==> src/rtl/elevator_car_fsm_pkg.sv <==
// Shared types and defaults for the elevator car controller.
// State encoding and default geometry.
package elevator_car_fsm_pkg;

  localparam int NUM_FLOORS_DEF = 4;
  localparam int FLOOR_W_DEF    = 2;

  typedef enum logic [1:0] {
    ST_IDLE      = 2'd0,
    ST_MOVING    = 2'd1,
    ST_DOOR_OPEN = 2'd2
  } state_t;

endpackage

==> src/rtl/elevator_car_fsm_tick_sync.sv <==
// Synchronises a slow divided clock and emits a one-cycle tick
// on each of its rising edges.
module tick_sync (
  input  logic pulse,
  input  logic reset,
  input  logic slow_clk,
  output logic tick
);

  logic meta_q;
  logic sync_q;
  logic edge_q;

  always_ff @(posedge pulse or posedge reset) begin
    if (reset) begin
      meta_q <= 1'b0;
      sync_q <= 1'b0;
      edge_q <= 1'b0;
    end else begin
      meta_q <= slow_clk;
      sync_q <= meta_q;
      edge_q <= sync_q;
    end
  end

  assign tick = sync_q & ~edge_q;

endmodule

==> src/rtl/elevator_car_fsm.sv <==
// Single-car elevator controller: latches calls and serves them in
// SCAN order, timing travel and door dwell in slow-clock ticks.
module elevator_car_fsm
  import elevator_car_fsm_pkg::*;
#(
  parameter int NUM_FLOORS = NUM_FLOORS_DEF,
  parameter int FLOOR_W    = FLOOR_W_DEF,
  parameter int MOVE_TICKS = 2,
  parameter int DOOR_TICKS = 3
) (
  input  logic                  pulse,
  input  logic                  reset,
  input  logic                  slow_clk,
  input  logic [NUM_FLOORS-1:0] call_req,
  output logic [FLOOR_W-1:0]    current_floor,
  output logic                  dir_up,
  output logic                  moving,
  output logic                  door_open,
  output logic [NUM_FLOORS-1:0] pending
);

  localparam int CNT_MAX =
    (MOVE_TICKS > DOOR_TICKS) ? MOVE_TICKS : DOOR_TICKS;
  localparam int CNT_W = $clog2(CNT_MAX + 1);

  logic tick;

  tick_sync u_tick (
    .pulse    (pulse),
    .reset    (reset),
    .slow_clk (slow_clk),
    .tick     (tick)
  );

  state_t                  state;
  state_t                  state_nx;
  logic [FLOOR_W-1:0]      floor_nx;
  logic                    dir_nx;
  logic [NUM_FLOORS-1:0]   pend_nx;
  logic [CNT_W-1:0]        move_cnt;
  logic [CNT_W-1:0]        move_nx;
  logic [CNT_W-1:0]        door_cnt;
  logic [CNT_W-1:0]        door_nx;
  logic [NUM_FLOORS-1:0]   cur_oh;
  logic [NUM_FLOORS-1:0]   above;
  logic [NUM_FLOORS-1:0]   below;
  logic [NUM_FLOORS-1:0]   clr;
  logic [NUM_FLOORS-1:0]   ignore;
  logic                    step;
  logic                    at_end;

  always_comb begin
    cur_oh = '0;
    above  = '0;
    below  = '0;
    for (int f = 0; f < NUM_FLOORS; f++) begin
      cur_oh[f] = (int'(current_floor) == f);
      above[f]  = pending[f] && (f > int'(current_floor));
      below[f]  = pending[f] && (f < int'(current_floor));
    end
  end

  always_comb begin
    state_nx = state;
    floor_nx = current_floor;
    dir_nx   = dir_up;
    move_nx  = move_cnt;
    door_nx  = door_cnt;
    clr      = '0;
    ignore   = '0;
    step     = 1'b0;
    case (state)
      ST_IDLE: begin
        if (|(pending & cur_oh)) begin
          state_nx = ST_DOOR_OPEN;
          clr      = cur_oh;
          door_nx  = CNT_W'(DOOR_TICKS);
        end else if (|above && (dir_up || !(|below))) begin
          state_nx = ST_MOVING;
          dir_nx   = 1'b1;
          move_nx  = CNT_W'(MOVE_TICKS);
        end else if (|below) begin
          state_nx = ST_MOVING;
          dir_nx   = 1'b0;
          move_nx  = CNT_W'(MOVE_TICKS);
        end
      end
      ST_MOVING: begin
        if (tick) begin
          move_nx = move_cnt - CNT_W'(1);
          if (move_nx == '0) begin
            step     = 1'b1;
            state_nx = ST_IDLE;
            floor_nx = dir_up ? current_floor + FLOOR_W'(1)
                              : current_floor - FLOOR_W'(1);
          end
        end
      end
      ST_DOOR_OPEN: begin
        // Holding the button of the open floor must not re-arm it.
        ignore = cur_oh;
        if (tick) begin
          door_nx = door_cnt - CNT_W'(1);
          if (door_nx == '0) state_nx = ST_IDLE;
        end
      end
      default: state_nx = ST_IDLE;
    endcase
    pend_nx = (pending | (call_req & ~ignore)) & ~clr;
  end

  always_ff @(posedge pulse or posedge reset) begin
    if (reset) begin
      state         <= ST_IDLE;
      current_floor <= '0;
      dir_up        <= 1'b1;
      pending       <= '0;
      move_cnt      <= '0;
      door_cnt      <= '0;
    end else begin
      state         <= state_nx;
      current_floor <= floor_nx;
      dir_up        <= dir_nx;
      pending       <= pend_nx;
      move_cnt      <= move_nx;
      door_cnt      <= door_nx;
    end
  end

  assign moving    = (state == ST_MOVING);
  assign door_open = (state == ST_DOOR_OPEN);

  assign at_end = dir_up ? (int'(current_floor) == NUM_FLOORS - 1)
                         : (current_floor == '0);

  a_no_overrun: assert property (
    @(posedge pulse) disable iff (reset) !(step && at_end));

endmodule

==> config.mk <==
export PLATFORM = sky130hd
export DESIGN_NAME = elevator_car_fsm
export DESIGN_NICKNAME = d
export VERILOG_FILES = /design/src/rtl/elevator_car_fsm_pkg.sv /design/src/rtl/elevator_car_fsm_tick_sync.sv /design/src/rtl/elevator_car_fsm.sv
export SDC_FILE = /design/constraint.sdc
export NUM_CORES = 1
export LEC_CHECK = 0
export BUFFER_PORTS_ARGS = -buffer_cell sky130_fd_sc_hd__clkbuf_2
export CORE_MARGIN = 1
export CORE_UTILIZATION = 47
export DETAILED_ROUTE_END_ITERATION = 12
export PLACE_DENSITY = 0.82
export SLEW_MARGIN = 20
export SYNTH_ARGS = -nofsm -noshare
export SYNTH_HDL_FRONTEND = slang
export SYNTH_SLANG_ARGS = --single-unit
==> constraint.sdc <==
create_clock -name pulse -period 1.6 [get_ports pulse]
set_input_delay 0.32 -clock pulse [delete_from_list [all_inputs] [get_ports pulse]]
set_output_delay 0.32 -clock pulse [all_outputs]
set_load 0.02 [all_outputs]
# [Word level (Yosys, flattened, before mapping)]
# Index checks and enable logic that the tools add are counted.
[op_classes] addsub=4 magnitude_cmp=6 reduce_logical=24 n_shift=0 eq_ne=13 bitwise=9 n_div=0 mul=0 muxes=22
[ops] operator="2-bit 2-to-1 mux" n=14
[ops] operator="4-bit AND" n=3
[ops] operator="4-bit 2-to-1 mux" n=3
[ops] operator="3-bit AND reduction" n=3
[ops] operator="2-bit logical NOT" n=4
[ops] operator="2-bit by 1-bit != test with 1-bit output, second input constant" n=4
[ops] operator="4-bit NOT" n=2
[ops] operator="2-bit one-hot mux with 2 select lines" n=2
[ops] operator="1-bit logical AND" n=7
[ops] operator="2-bit == test, second input constant" n=3
[ops] operator="2-bit one-hot mux with 3 select lines" n=1
[ops] operator="2-bit nonzero test" n=3
[ops] operator="3-bit OR reduction" n=2
[ops] operator="2-bit by 1-bit subtractor with 2-bit output, second input constant" n=3
[ops] operator="5-bit AND reduction" n=1
[ops] operator="2-bit by 1-bit == test with 1-bit output, second input constant" n=2
[ops] operator="2-bit greater-than comparator, first input constant" n=2
[ops] operator="1-bit by 2-bit less-than comparator with 1-bit output, first input constant" n=2
[ops] operator="2-bit != test, second input constant" n=2
[ops] operator="4-bit != test, second input constant" n=1
[ops] operator="4-bit bitwise OR" n=1
[ops] operator="4-bit AND reduction" n=1
[ops] operator="4-bit OR reduction" n=1
[ops] operator="3-bit != test, second input constant" n=1
[ops] operator="8 further kinds" n=10
[totals] mem_bits_rw=0 n_memories=0 register_bits=16 rom_bits=0 out_inout_bits=9 inputBits=7 latch_bits=0

# [Logic depth before layout (Yosys ltp)]
# Gate-level depths: netlist of run 1.
[logic_depth] word_depth=9 ltp_mapped=6

# [Modules after synthesis]
# A second synthesis of run 1 with hierarchy kept.
[unflattened] hier_cells=87 area_unflattened_um2=859.6
[modules_own_cells] mod="elevator_car_fsm" area_per_inst_um2=767.0 cells_each=82 n_inst=1
[modules_own_cells] mod="tick_sync" area_per_inst_um2=92.6 cells_each=5 n_inst=1

# [Worst setup path before layout of run 1]
# Ideal clock, no wire load.
[synth_timing] path_kind="register to register" start="reg current_floor[0]" end="reg move_cnt[0]" setup_ns=0.118 arrival_time_ns=1.530 path_slack_ns=-0.048 path_stages_with_launch=7 synth_period_minus_slack_ns=1.648 cell_sequence="dfrtp_1 -> inv_1 -> ha_1 -> a22oi_1 -> nand3_1 -> a21o_2 -> a21o_1"
[synth_via] elab_chain_cells=9
[synth_lines] element="from (decl)" line="elevator_car_fsm.sv:15" text="output logic [FLOOR_W-1:0] current_floor,"
[synth_lines] element="from (signal assigned)" line="elevator_car_fsm.sv:122" text="current_floor <= floor_nx;"
[synth_lines] element="1-bit by 2-bit less-than comparator with 1-bit output or 2-bit less-than comparator (tied branches)" line="elevator_car_fsm.sv:59" text="below[f] = pending[f] && (f < int'(current_floor));"
[synth_lines] element="1-bit logical AND" line="elevator_car_fsm.sv:59"
[synth_lines] element="3-bit OR reduction" line="elevator_car_fsm.sv:78, elevator_car_fsm.sv:82"
[synth_lines] element="1-bit logical NOT" line="elevator_car_fsm.sv:78" text="end else if (|above && (dir_up || !(|below))) begin"
[synth_lines] element="1-bit logical OR" line="elevator_car_fsm.sv:78"
[synth_lines] element="1-bit logical AND" line="elevator_car_fsm.sv:78"
[synth_lines] element="2-bit 2-to-1 mux" line="elevator_car_fsm.sv:78"
[synth_lines] element="2-bit 2-to-1 mux" line="elevator_car_fsm.sv:74" text="if (|(pending & cur_oh)) begin"
[synth_lines] element="2-bit one-hot mux with 2 select lines" line="elevator_car_fsm.sv:72" text="case (state)"
[synth_lines] element="to (signal assigned)" line="elevator_car_fsm.sv:125" text="move_cnt <= move_nx;"
[synth_lines] element="to (decl)" line="elevator_car_fsm.sv:40" text="logic [CNT_W-1:0] move_cnt;"
# Parallel ways exist; a longest one is shown, timed or not. The select of a mux whose other input is x is not followed.
# A chain may end at the register's enable or synchronous reset.

# [Worst setup path in the final report of run 1]
# Ends and elaborated chain as after synthesis.

==> results.toml, run 1 <==
[status]
status = "complete, no violations"

[power_and_ir_drop]
vdd_drop_max_mv = 0.945
power_per_cell_area_nw_per_um2 = 1550
leakage_nw = 0.524

[layout]
final_common_cell = "clkbuf_2"
layout-drive-gt1-share = 0.422
final_cell_mix = "clkbuf_2 (15), dfrtp_1 (13), buf_4 (11), nand2_1 (8)"
nets = 124
area_growth_pct = 33.8
final_util = 0.695
diodes = 0
final_cells = 125
n_fill_cell = 117

[critical_path]
crit_fanout = 4
setup.worst_path.end_class = "register"
worstPathRequired_ns = 1.80
path_class = "reg2reg"
start_kind = "register"
arrival_ns = 1.76

[detailed_routing]
dr.pass1.iters = 4
detail_route.wl_per_cell_um = 13.5
wl_met3_um = 61
first_iter_violations = 12
top_layer_used = "met4"
dr_wl_met2_um = 841
remaining_drc_errors = 0
vias_per_cell = 5.42
drt-met1-wl_um = 759
detail-route-antenna-nets = 0
wl_mm = 1.69
vias = 678

[yosys]
syn_area_um2 = 801
avgSynthCellArea_um2 = 10.1
synthCells = 79
synth.distinct_cells = 26
synth-seq-area-share = 0.502
synth_warnings = 0
synth_seq_cells = 16
syn_nets = 93

[worst_hold_path]
hold_path_class = "in2async"

[floorplan]
chipHeight_um = 43.3
start_util = 0.519
rows = 14
core_area_um2 = 1540
die_area_um2 = 1870
die_width_um = 43.3
ios = 16

[clocking]
worstSkewPairLatency_ns = 0.30
path_clk_slew_ns = 0.09
htree_num_levels = 1
clockRootBuffer = "clkbuf_4"
cts_max_path_buffers = 2
cts_tree = "built"
cts_buffers = 3
cts_sinks = 16

[sta]
slew_headroom = 0.595
setup_tns_ns = 0
report.final.slew_viol_count = 0
timing.final.crit_share = 0.974
clock_skew_ns = 0.00151
tightest_slew_ns = 0.607
setup_viol = 0
timing.fmax_ghz = 0.642
period_needed_ns = 1.56
hold_viol_final = 0
rsz0062_at_grt = "true"

[global_route]
grtUsageTotal = 0.206
grt_pass1_wl_mm = 2.83
antenna_found_initial = 0
grt_pass1_vias = 669
grt_max_degree = 17
overflow = 0

[placed_design]
dpl.cell_count = 116
hpwl_mm = 1.23
place.port_buffers = 15
gp_congestion = 0.896

[job]
maxCapViolations = 0
-- critical path, cell delays in order (launching register included) --
cell	delay, ns
dfrtp_2	0.45
inv_4	0.06
ha_1	0.22
a22oi_2	0.23
nand3_2	0.12
a21o_2	0.23
a21o_1	0.15
-- power breakdown --
| group | internal [mW] | switching [mW] | total, mW | leakage (nW) |
|---|---|---|---|---|
| logic | 0.359 | 0.415 | 0.774 | 0.328 |
| clock network | 0.139 | 0.136 | 0.275 | 0.0210 |
| registers | 0.505 | 0.105 | 0.610 | 0.175 |
| total | 1.00 | 0.656 | 1.66 | 0.524 |
-- kinds of logic (layout without fill, tap and decap cells) --
| logic type | count (synthesis) | count (layout) | share of synthesized area |
|---|---|---|---|
| compound gates | 21 | 21 | 0.173 |
| simple gates | 24 | 24 | 0.144 |
| mux | 1 | 1 | 0.0125 |
| fa+ha+maj | 7 | 7 | 0.109 |
| buf+inv | 8 | 38 | 0.0375 |
| xor+xnor | 2 | 2 | 0.0219 |
| flops | 16 | 16 | 0.502 |
-- repair_timing --
item | 4_1_cts | 5_1_grt
hold buffers | 0 | 0
endpoints found under the setup margin | 11 | 6
pin swaps | 3 | 6
setup buffers | 4 | 1
gates resized for setup | 8 | 8
-- layout make-up --
type	instances	area, um2	area share
sequential	16	404	0.377
multi-input combinational	55	418	0.390
inverter	8	35.0	0.0327
timing repair buffer	26	158	0.147
tap	16	20.0	0.0187
clock buffer	4	36.3	0.0339
-- per-stage QoR --
step / power, mW / setup WS (ns) / hold slack [ns] / cell area [um2]
6_report: 1.66 / 0.0417 / 0.0595 / 1070
5_1_grt: 1.78 / -0.0325 / 0.114 / 1070
4_1_cts: 1.61 / 0.0142 / 0.0833 / 1040
3_5_place_dp: 1.29 / -0.0763 / 0.342 / 942
3_3_place_gp: 1.26 / 0.0276 / 0.343 / 942
2_1_floorplan: 1.04 / 0.00394 / 0.233 / 802
-- Yosys cell counts --
library cell / number / area share
a21boi_1: 1 / 0.0094
a21o_1: 1 / 0.0094
a21o_2: 1 / 0.011
a21oi_1: 6 / 0.038
a222oi_1: 2 / 0.025
a22oi_1: 2 / 0.019
a2bb2oi_1: 1 / 0.011
a31oi_1: 1 / 0.0078
and2_1: 3 / 0.023
and2b_1: 2 / 0.019
dfrtp_1: 15 / 0.47
dfstp_2: 1 / 0.033
ha_1: 7 / 0.11
inv_1: 8 / 0.038
mux2i_1: 1 / 0.013
nand2_1: 8 / 0.038
nand2b_1: 1 / 0.0078
nand3_1: 1 / 0.0062
nor2_1: 6 / 0.028
nor2b_1: 1 / 0.0078
nor3_1: 1 / 0.0062
o21a_1: 2 / 0.019
o21ai_0: 4 / 0.025
or2_2: 1 / 0.0078
xnor2_1: 1 / 0.011
xor2_1: 1 / 0.011
-- layer usage --
metal	track usage	vias to the layer above
li1	-	332
met1	0.275	327
met2	0.334	17
met3	0.0383	2
met4	0.0727	0
met5	0	-
-- final timing paths --
path | end | start | cells after the start | slack, ns
max | move_cnt[0]$_DFFE_PP0P_ | current_floor[0]$_DFFE_PP0P_ | 6 | 0.04
min | state[0]$_DFFE_PP0P_ | reset | 2 | 0.06
max reg2reg | move_cnt[0]$_DFFE_PP0P_ | current_floor[0]$_DFFE_PP0P_ | 6 | 0.04
min reg2reg | u_tick.sync_q$_DFF_PP0_ | u_tick.meta_q$_DFF_PP0_ | 0 | 0.37
max in group asynchronous | current_floor[0]$_DFFE_PP0P_ | reset | 2 | 1.11
min in group pulse | u_tick.meta_q$_DFF_PP0_ | slow_clk | 1 | 0.12
-- sequential cells by signal (all words and copies together) (netlist names) --
name and cells:
current_floor 2, dir_up 1, door_cnt 2, move_cnt 2, pending 4, state 2
u_tick.edge_q 1, u_tick.meta_q 1, u_tick.sync_q 1
(Power assumes the default switching activity.)
==> inputs of run 2 (changes only) <==
--- a/config.mk
+++ b/config.mk
@@ -7,9 +7,9 @@
 export LEC_CHECK = 0
 export BUFFER_PORTS_ARGS = -buffer_cell sky130_fd_sc_hd__clkbuf_2
 export CORE_MARGIN = 1
-export CORE_UTILIZATION = 47
+export CORE_UTILIZATION = 35
 export DETAILED_ROUTE_END_ITERATION = 12
-export PLACE_DENSITY = 0.82
+export PLACE_DENSITY = 0.66
 export SLEW_MARGIN = 20
 export SYNTH_ARGS = -nofsm -noshare
 export SYNTH_HDL_FRONTEND = slang
==> run 2 against run 1 <==
Effect of this change:
- wire length up 10%
- via count increased by 4.7%
- utilization shrank 15 points
- final cell count rose by 11%
- first-iteration DRC count rose by 25%
- combinational power increased by 9.2%
- count of clock-buffer cells in the layout unchanged
- highest routed layer unchanged
==> results.toml, run 2 (synthesized netlist as in run 1, its figures left out) <==
[status]
status = "complete, no violations"

[sta]
period_needed_ns = 1.58
setup_viol = 0
report.final.slew_viol_count = 0
clock_skew_ns = 0.0100
timing.final.crit_share = 0.989
slew_headroom = 0.609
timing.fmax_ghz = 0.632
setup_tns_ns = 0
rsz0062_at_grt = "true"
whs_ns = 0.0541
hold_viol_final = 0
tightest_slew_ns = 0.586
fin_ws_ns = 0.0176

[job]
maxCapViolations = 0

[worst_hold_path]
hold_path_class = "in2async"

[critical_path]
crit_fanout = 5
setup.worst_path.end_class = "register"
cp-startpoint = "current_floor[0]$_DFFE_PP0P_"
path_class = "reg2reg"
start_kind = "register"
worst_r2r_path_depth = 7
reg2reg_slack_ns = 0.02
r2r-start = "current_floor[0]$_DFFE_PP0P_"
arrival_ns = 1.75
r2r-end = "door_cnt[0]$_DFFE_PP0P_"
worstPathRequired_ns = 1.77

[global_route]
grtUsageTotal = 0.156
grt_pass1_vias = 672
overflow = 0
grt_max_degree = 17
grt_pass1_wl_mm = 2.87
antenna_found_initial = 0

[layout]
largest_reg_flops = 4
layout-drive-gt1-share = 0.446
area_growth_pct = 40.3
final_cells = 139
diodes = 0
max_flop_register = "pending"
final_cell_mix = "clkbuf_2 (15), dfrtp_1 (13), buf_4 (13), nand2_1 (8)"
stdcell_area_um2 = 1120
nets = 127
final_common_cell = "clkbuf_2"

[placed_design]
dpl.cell_count = 129
hpwl_mm = 1.26
gp_congestion = 0.814
place.port_buffers = 15
place_ws_ns = -0.0523
placed_area_um2 = 971

[detailed_routing]
vias_per_cell = 5.11
detail-route-antenna-nets = 0
first_iter_violations = 15
wl_mm = 1.86
vias = 710
remaining_drc_errors = 0
detail_route.wl_per_cell_um = 13.4
dr.pass1.iters = 5

[floorplan]
rows = 16
core_area_um2 = 2060
die_area_um2 = 2480
start_util = 0.388
die_width_um = 49.8
ios = 16
chipHeight_um = 49.8

[clocking]
worstSkewPairLatency_ns = 0.29
htree_num_levels = 1
cts-hold-fix-buffers = 0
cts_buffers = 3
cts_tree = "built"
path_clk_slew_ns = 0.10
clockRootBuffer = "clkbuf_4"
cts_max_path_buffers = 2
cts_sinks = 16

[power_and_ir_drop]
leakage_nw = 0.540
power_per_cell_area_nw_per_um2 = 1530
vdd_drop_max_mv = 0.787
## run 2: how the worst max path moves through the flow
stage	to	slack (ns)	cells after the start
global placement	door_cnt[0]$_DFFE_PP0P_	-0.01	7
global route	dir_up$_DFFE_PP1P_	-0.1	6
detailed placement	move_cnt[1]$_DFFE_PP0P_	-0.05	6
floorplan	move_cnt[1]$_DFFE_PP0P_	0.004	6
CTS	move_cnt[1]$_DFFE_PP0P_	0.003	6
finish	door_cnt[0]$_DFFE_PP0P_	0.02	7
## run 2: power breakdown
group          total, mW  switching [mW]  internal (mW)
combinational      0.845           0.434          0.411
clock              0.267           0.129          0.139
sequential         0.605          0.0995          0.505
## run 2: layout make-up
cell class                 instances  area, um2
fill                             184        938
clock buffer                       4       36.3
tap                               27       33.8
multi-input combinational         55        430
inverter                           8       35.0
timing repair buffer              29        184
sequential                        16        404
## run 2: stage by stage
stage                     total power [mW]   util
after CTS                             1.65  0.513
after floorplan                       1.04      -
after global placement                1.28  0.471
final                                 1.72  0.545
after detailed placement              1.30  0.471
after global routing                  1.85  0.545
## run 2: critical path, cell delays in order (launching register included)
cell and delay, ns:
dfrtp_2 0.45, inv_4 0.06, ha_1 0.23, a22oi_2 0.22, a21boi_2 0.12, buf_4 0.15
nor3_2 0.17, a21oi_1 0.06
## run 2: routing by layer
metal  routed length [um]  vias up  GRT usage
met5                    0        -          0
met4                   14        0     0.0429
met3                   95        2     0.0556
met2                  926       23      0.264
met1                  826      349      0.186
li1                     -      336          -
## run 2: timing repair
item / 4_1_cts / 5_1_grt
buffers inserted: 3 / 3
resized for setup: 9 / 10
pin swaps: 5 / 9
endpoints found under the setup margin: 7 / 7
